**src/rtl/branch_predictor_pkg.sv**
```systemverilog
// Shared 2-bit counter encodings and the saturating counter update used by the
// branch predictor table.
package branch_predictor_pkg;

  localparam logic [1:0] STRONG_NT = 2'b00;
  localparam logic [1:0] WEAK_NT   = 2'b01;
  localparam logic [1:0] WEAK_T    = 2'b10;
  localparam logic [1:0] STRONG_T  = 2'b11;

  function automatic logic [1:0] satUpdate(input logic [1:0] ctr, input logic taken);
    logic [1:0] next;
    next = ctr;
    if (taken) begin
      if (ctr != STRONG_T) next = ctr + 2'd1;
    end else begin
      if (ctr != STRONG_NT) next = ctr - 2'd1;
    end
    return next;
  endfunction

endpackage

```
**src/rtl/bp_entry_table.sv**
```systemverilog
// Predictor storage: valid/tag/counter/target per entry, two asynchronous read
// ports (fetch lookup, debug) and one read-modify-write update port.
module bp_entry_table import branch_predictor_pkg::*; #(
  parameter int         DataWidth   = 16,
  parameter int         IndexBits   = 3,
  parameter int         TagBits     = DataWidth - IndexBits,
  parameter logic [1:0] CounterInit = WEAK_NT,
  parameter logic [1:0] AllocInit   = WEAK_T
) (
  input  logic                 CLK,
  input  logic                 RST,
  input  logic [IndexBits-1:0] lookupIdx,
  output logic                 lookupValid,
  output logic [TagBits-1:0]   lookupTag,
  output logic [1:0]           lookupCtr,
  output logic [DataWidth-1:0] lookupTarget,
  input  logic [IndexBits-1:0] dbgIdx,
  output logic [DataWidth-1:0] dbgValue,
  input  logic                 wrEn,
  input  logic [IndexBits-1:0] wrIdx,
  input  logic [TagBits-1:0]   wrTag,
  input  logic                 wrTaken,
  input  logic [DataWidth-1:0] wrTarget,
  input  logic                 flush
);

  localparam int Entries = 1 << IndexBits;

  logic [Entries-1:0]   valid;
  logic [TagBits-1:0]   tags    [Entries];
  logic [1:0]           ctrs    [Entries];
  logic [DataWidth-1:0] targets [Entries];
  logic                 wrHit;

  assign lookupValid  = valid[lookupIdx];
  assign lookupTag    = tags[lookupIdx];
  assign lookupCtr    = ctrs[lookupIdx];
  assign lookupTarget = targets[lookupIdx];

  assign dbgValue = {valid[dbgIdx], ctrs[dbgIdx], targets[dbgIdx][DataWidth-4:0]};

  assign wrHit = valid[wrIdx] && (tags[wrIdx] == wrTag);

  // Flush only drops valid bits; counters and targets survive for re-allocation.
  always_ff @(posedge CLK or negedge RST) begin
    if (!RST) begin
      for (int i = 0; i < Entries; i++) begin
        valid[i]   <= 1'b0;
        tags[i]    <= '0;
        ctrs[i]    <= CounterInit;
        targets[i] <= '0;
      end
    end else if (flush) begin
      valid <= '0;
    end else if (wrEn) begin
      if (wrHit) begin
        ctrs[wrIdx] <= satUpdate(ctrs[wrIdx], wrTaken);
        if (wrTaken) targets[wrIdx] <= wrTarget;
      end else if (wrTaken) begin
        valid[wrIdx]   <= 1'b1;
        tags[wrIdx]    <= wrTag;
        ctrs[wrIdx]    <= AllocInit;
        targets[wrIdx] <= wrTarget;
      end
    end
  end

endmodule

```
**src/rtl/branch_predictor.sv**
```systemverilog
// Dynamic branch predictor with BTB: zero-latency fetch prediction, EX-stage
// training with mispredict/redirect, debug read port and saturating statistics.
module branch_predictor import branch_predictor_pkg::*; #(
  parameter int         DataWidth   = 16,
  parameter int         IndexBits   = 3,
  parameter int         TagBits     = DataWidth - IndexBits,
  parameter logic [1:0] CounterInit = WEAK_NT,
  parameter logic [1:0] AllocInit   = WEAK_T
) (
  input  logic                 CLK,
  input  logic                 RST,
  input  logic [DataWidth-1:0] IF_PC,
  output logic                 Pred_Taken,
  output logic [DataWidth-1:0] Pred_Target,
  input  logic                 EX_Valid,
  input  logic [DataWidth-1:0] EX_PC,
  input  logic                 EX_Taken,
  input  logic [DataWidth-1:0] EX_Target,
  input  logic                 EX_PredTaken,
  input  logic [DataWidth-1:0] EX_PredTarget,
  input  logic                 Flush_All,
  output logic                 Mispredict,
  output logic [DataWidth-1:0] Redirect_PC,
  input  logic [IndexBits-1:0] Dbg_Idx,
  output logic [DataWidth-1:0] Dbg_Value,
  output logic [DataWidth-1:0] Branch_Count,
  output logic [DataWidth-1:0] Mispredict_Count
);

  localparam logic [DataWidth-1:0] One = DataWidth'(1);

  logic                 lookupValid;
  logic [TagBits-1:0]   lookupTag;
  logic [1:0]           lookupCtr;
  logic [DataWidth-1:0] lookupTarget;
  logic                 ifHit;

  bp_entry_table #(
    .DataWidth  (DataWidth),
    .IndexBits  (IndexBits),
    .TagBits    (TagBits),
    .CounterInit(CounterInit),
    .AllocInit  (AllocInit)
  ) u_table (
    .CLK         (CLK),
    .RST         (RST),
    .lookupIdx   (IF_PC[IndexBits-1:0]),
    .lookupValid (lookupValid),
    .lookupTag   (lookupTag),
    .lookupCtr   (lookupCtr),
    .lookupTarget(lookupTarget),
    .dbgIdx      (Dbg_Idx),
    .dbgValue    (Dbg_Value),
    .wrEn        (EX_Valid),
    .wrIdx       (EX_PC[IndexBits-1:0]),
    .wrTag       (EX_PC[DataWidth-1:IndexBits]),
    .wrTaken     (EX_Taken),
    .wrTarget    (EX_Target),
    .flush       (Flush_All)
  );

  // EX_Valid is a one-cycle strobe with no back-pressure: the branch is
  // consumed (trained and counted) on the edge where it is high.
  assign ifHit       = lookupValid && (lookupTag == IF_PC[DataWidth-1:IndexBits]);
  assign Pred_Taken  = ifHit && lookupCtr[1];
  assign Pred_Target = Pred_Taken ? lookupTarget : IF_PC + One;

  assign Mispredict  = EX_Valid && ((EX_Taken != EX_PredTaken) ||
                                    (EX_Taken && (EX_Target != EX_PredTarget)));
  assign Redirect_PC = EX_Taken ? EX_Target : EX_PC + One;

  always_ff @(posedge CLK or negedge RST) begin
    if (!RST) begin
      Branch_Count     <= '0;
      Mispredict_Count <= '0;
    end else if (EX_Valid) begin
      if (Branch_Count != '1) Branch_Count <= Branch_Count + One;
      if (Mispredict && (Mispredict_Count != '1)) Mispredict_Count <= Mispredict_Count + One;
    end
  end

endmodule

```
**config.mk**
```make
export PLATFORM = sky130hd
export DESIGN_NAME = branch_predictor
export DESIGN_NICKNAME = d
export VERILOG_FILES = /design/src/rtl/branch_predictor_pkg.sv /design/src/rtl/bp_entry_table.sv /design/src/rtl/branch_predictor.sv
export SDC_FILE = /design/constraint.sdc
export NUM_CORES = 1
export LEC_CHECK = 0
export CAP_MARGIN = 20
export CORE_ASPECT_RATIO = 1.4
export CORE_UTILIZATION = 40
export CTS_CLUSTER_DIAMETER = 50
export DETAILED_ROUTE_END_ITERATION = 6
export GPL_TIMING_DRIVEN = 0
export RECOVER_POWER = 25
export SYNTH_ARGS = -nofsm -noshare
export SYNTH_HDL_FRONTEND = slang
export SYNTH_SLANG_ARGS = --single-unit
```
**constraint.sdc**
```tcl
create_clock -name CLK -period 5.4 [get_ports CLK]
set_input_delay 1.08 -clock CLK [delete_from_list [all_inputs] [get_ports CLK]]
set_output_delay 1.08 -clock CLK [all_outputs]
set_load 0.1 [all_outputs]
```
# == Word-level counts from Yosys, hierarchy flattened ==
# Index checks and enable logic that the tools add are counted.
# op_classes
addsub,6
order_cmp,8
n_eq_ne,8
mux,52
bitwise_logic,9
reduce_logical,19
# ops
operator,count
bitwise mux 128 bit,1
two-way mux 16 bit,7
bitwise mux 104 bit,1
binary-select mux 16 bit (select 3 bit),2
two-way mux 13 bit,7
binary-select mux 13 bit (select 3 bit),2
"adder 16 x 1 -> 16 bit, second input constant",4
demux 16 bit (select 3 bit),1
demux 13 bit (select 3 bit),1
two-way mux 8 bit,4
"inequality test 16 bit, second input constant",2
equality test 13 bit,2
two-way mux 2 bit,13
binary-select mux 2 bit (select 3 bit),3
bitwise mux 16 bit,1
inequality test 16 bit,1
bitwise OR 8 bit,2
"greater-or-equal comparator 4 bit, second input constant",3
"less-than comparator 3 x 4 -> 1 bit, second input constant",3
NOT 3 -> 4 bit,3
binary-select mux 1 bit (select 3 bit),3
AND reduction 3 bit,3
AND 8 bit,1
logical AND 1 bit,8
other kinds (15),24
# totals
reg_bits,288
inputBits,73
output_inout_bits,82
wordCells,129

# == Depth between registers and ports, before layout ==
# depth
ltp_word,12
ltp_mapped,13

# == Cells and area by module ==
# A second synthesis with hierarchy kept.
# unflattened
cells_unflattened,1254
area_unflattened_um2,16654.7
# by_module_without_submodules
mod,instances,cells_each,area_per_inst_um2
bp_entry_table,1,923,13877.1
branch_predictor,1,331,2777.7

# == Worst setup path after synthesis ==
# No wires, ideal clock.
# synth_timing
path_type,input-to-output
from,input IF_PC[2]
to,output Pred_Target[3]
arrival_time_ns,6.229
required_time_ns,4.320
slack_ns,-1.909
stages,9
n_path_buf,2
path_cell_list,clkbuf_1 clkbuf_1 mux4_1 mux2i_1 xor2_1 nand4_1 nor4_4 mux2i_1 a211oi_1
# synth_between
elab_chain_len,8
# synth_rtl
element,line,source
"start, declared",branch_predictor.sv:12,"input logic [DataWidth-1:0] IF_PC,"
NOT 3 -> 4 bit (not written as such),"bp_entry_table.sv:36, bp_entry_table.sv:37",
binary-select mux 13 bit (select 3 bit),bp_entry_table.sv:36,assign lookupTag = tags[lookupIdx];
two-way mux 13 bit (not written as such) (2 in series),bp_entry_table.sv:36,
equality test 13 bit,branch_predictor.sv:64,assign ifHit = lookupValid && (lookupTag == IF_PC[DataWidth-1:IndexBits]);
logical AND 1 bit,branch_predictor.sv:64,
logical AND 1 bit (*),branch_predictor.sv:65,assign Pred_Taken = ifHit && lookupCtr[1];
net Pred_Taken,branch_predictor.sv:13,"output logic Pred_Taken,"
two-way mux 16 bit (*),branch_predictor.sv:66,assign Pred_Target = Pred_Taken ? lookupTarget : IF_PC + One;
"end, declared",branch_predictor.sv:14,"output logic [DataWidth-1:0] Pred_Target,"
# Mark *: on every way through the listed nets, which the timed path passes. The rest lies on a longest branch. The select of a mux whose other input is x is not followed.

# == Final worst setup path ==
# layout_timing
from,input EX_PC[2]
to,output Redirect_PC[2]
# layout_between
elab_chain_len,2
# layout_rtl
element,line,source
"start, declared",branch_predictor.sv:16,"input logic [DataWidth-1:0] EX_PC,"
adder 16 x 1 -> 16 bit,branch_predictor.sv:70,assign Redirect_PC = EX_Taken ? EX_Target : EX_PC + One;
two-way mux 16 bit,branch_predictor.sv:70,
"end, declared",branch_predictor.sv:23,"output logic [DataWidth-1:0] Redirect_PC,"
# Every way passes these cells.

==> flow_summary_export.csv <==
group,metric,value,unit
status,outcome,"complete, but fails checks",
status,violations,"max-capacitance violations, max-slew violations",
critical_path,critPathMaxFanout,10,
detailed_routing,vias,11727,
yosys,syn_area,0.0166,mm^2
global_routing,antenna_found_initial,0,
sta,slew-limit-headroom,-160,%
floorplanning,die_x,174,um
floorplanning,io_pins,155,
final_layout,fin_util,49.1,%
sta,period_share,100,%
place,dp.cells,1953,
critical_path,rr_startpoint,"u_table.tags[1]",
sta,timing_worst_slew_pin_value,3.89,ns
clock_tree,clk_pin_slew_worst_paths,0.05,ns
yosys,netlist_top_cells_area,"dfrtp_1, mux2_2, mux4_2",
sta,final-max-slew-violation-count,83,
critical_path,critPathArrivalTime,4.32,ns
yosys,synth_edf_count,0,
flow_run,drv_cap,1,
critical_path,cp-end-kind,"output pin",
critical_path,cp_slowest_cell,"clkdlybuf4s50_1",
sta,setup_ws,0.000332,ns
yosys,yosys.area.top_type,"dfrtp_1",
critical_path,cp-start-kind,"input port",
sta,setup_viol,0,
critical_path,critPathTopFamily,"buffers and inverters",
floorplanning,die_h,243,um
yosys,ys_ff_latch,288,
critical_path,path_class,"in2out",
critical_path,cp_num_buf_inv,5,
yosys,syn_inst,1283,
detailed_routing,viasPerCell,5.81,
place,dp_hpwl,37.6,mm
critical_path,r2r_slack,1.94,ns
critical_path,cpMostUsedCell,"buf_2",
power_and_ir_drop,vdd_drop_max,258,uV
clock_tree,cts_tree,"done",
global_routing,grt_usage,24.9,%
sta,fin_worst_skew,0.0184,ns
final_layout,drive_gt1_share,36.5,%
sta,rsz0062_at_grt,"no",
worst_hold_path,worstHoldPathCells,1,
clock_tree,cts_root_buffer,"clkbuf_16",
yosys,yosys_warnings,0,
power_and_ir_drop,p_leak,8.51,nW
critical_path,r2r-end,"u_table.tags[57]",
yosys,ys_types,54,
final_layout,fillCellCount,3621,
critical_path,reg2regPathDepth,10,
detailed_routing,ant_nets,0,
yosys,synth_top_area_share,42.3,%
final_layout,nets,1541,
place,io_buffers,132,
global_routing,grt_pass1_wl,78.5,mm
detailed_routing,firstDrtPassIters,7,
clock_tree,clock_latency,0.54,ns
yosys,syn_area_per_cell,12.9,um^2
clock_tree,ctsHoldBuffers,0,
yosys,syn-num-nets,1360,
critical_path,slowest_delay,1.25,ns
final_layout,area_growth,20.2,%
power_and_ir_drop,pwr_density_cell,372,mW/mm^2
yosys,yosysMostFrequentCell,"dfrtp_1",
power_and_ir_drop,power,0.00742,W
detailed_routing,wl,51.5,mm
sta,hold_viol_final,0,
clock_tree,h-tree-depth,2,
final_layout,n_antenna_cell,0,
global_routing,gr-total-overflow,0,
yosys,async_flop_share,100,%
yosys,synth_top_flop_cell,"dfrtp_1",
worst_hold_path,min_delay_worst_endpoint,"Branch_Count[9]",
global_routing,grt_max_degree,112,
worst_hold_path,min_path_type,"reg2reg",
floorplanning,coreArea,0.0406,mm^2
detailed_routing,wl_per_cell,25.5,um
place,gp_congestion,0.925,
yosys,yosys-top-cells-count,"dfrtp_1, mux2_2, nand2_1",
yosys,ys_seq_area_share,43.6,%
clock_tree,cts_buffer_depth,3,
critical_path,crit_chain,"buf_2, buf_2, buf_2, buf_2, xnor2_1, o21ai_0, clkdlybuf4s50_1",
detailed_routing,drc_errors,0,
sta,period_needed,5.40,ns
final_layout,layout.cells.non_filler,2018,
clock_tree,cts_sinks,288,
worst_hold_path,min_from,"Branch_Count[9]",
place,post-place-ws,-1.82,ns
detailed_routing,drt-initial-drc-count,776,
clock_tree,numCtsBuffers,36,
floorplanning,dieArea,0.0423,mm^2
sta,fmax,0.185,GHz
floorplanning,start_util,40.8,%
global_routing,grt_pass1_vias,12287,
floorplanning,placementRows,87,
critical_path,cp.required,4.32,ns
## cell type report
class                           count  area, um^2  share of cell area, %
Buffer                            108         571                   2.86
Clock buffer                       47        1000                   5.04
Clock inverter                     11         131                  0.659
Inverter                           17        63.8                  0.320
Multi-Input combinational cell    869        8850                   44.4
Sequential cell                   288        7220                   36.2
Tap cell                          534         668                   3.35
Timing Repair Buffer              144        1420                   7.12
## power by group
group / switching, W / leakage, nW / internal [W]
clock network: 0.000956 / 0.547 / 0.00141
logic: 0.00128 / 4.27 / 0.000914
registers: 0.000301 / 3.69 / 0.00255
total: 0.00254 / 8.51 / 0.00487
## repair_timing
item | in CTS | in global routing
gates cloned | 0 | 1
setup buffers | 2 | 5
pin swaps | 4 | 2
gates resized for setup | 163 | 23
setup endpoints to repair | 32 | 21
## logic make-up after synthesis
kind of cell / after synthesis / share of synthesized area [%]
adder cells (fa/ha/maj): 6 / 0.423
multiplexers: 392 / 35.3
XOR/XNOR: 97 / 5.13
AO/OA/AOI/OAI: 81 / 3.07
flip-flops: 288 / 43.6
buffers and inverters: 126 / 3.60
AND/OR/NAND/NOR: 293 / 8.89
## metrics by stage
stage | hold slack, ns | setup TNS (ns) | area [um^2]
after global routing | 0.502 | 0 | 19900
after floorplan | 0.462 | -1.86 | 16600
final | 0.486 | 0 | 19900
after global placement | 0.476 | -2719.80 | 18600
after detailed placement | 0.478 | -32.81 | 18700
after CTS | 0.490 | 0 | 19900
## placed cells by master, fill, tap and decap left out, types with 18 or more instances in the layout
cell type / count
mux2_4: 18
xor2_1: 37
clkbuf_16: 38
buf_4: 36
dfrtp_1: 280
mux4_2: 103
mux2i_1: 22
xnor2_1: 60
nand3_1: 41
buf_2: 18
clkbuf_1: 59
clkdlybuf4s50_1: 98
o21ai_0: 19
nand2_1: 99
nor2_1: 41
mux2_2: 231
## worst max path at each step
stage / startpoint / endpoint / slack [ns] / cells after the start
final: EX_PC[2] / Redirect_PC[2] / 0.0003 / 7
after global routing: EX_PC[2] / Redirect_PC[2] / 0.01 / 7
after CTS: EX_PC[0] / Redirect_PC[7] / 0.0006 / 8
after detailed placement: IF_PC[0] / Pred_Target[12] / -1.82 / 11
after global placement: RST / u_table.targets[38] / -9.48 / 1
after floorplan: IF_PC[1] / Pred_Target[1] / -0.98 / 10
## sequential cells by signal (all words and copies together) (netlist names)
name,cells
Branch_Count,16
u_table.targets,128
Mispredict_Count,16
u_table.valid,8
u_table.tags,104
u_table.ctrs,16
## layer usage
layer	wire length, um	vias to the layer above	global-route usage, %	share of wire, %
met4	2190	0	10.9	4.2
met1	20600	6169	31.0	40
met2	26400	367	43.1	51
met5	0	-	0	0
met3	2380	113	3.40	4.6
li1	-	5078	-	-
Note: power is estimated with default switching activity, not from simulation.
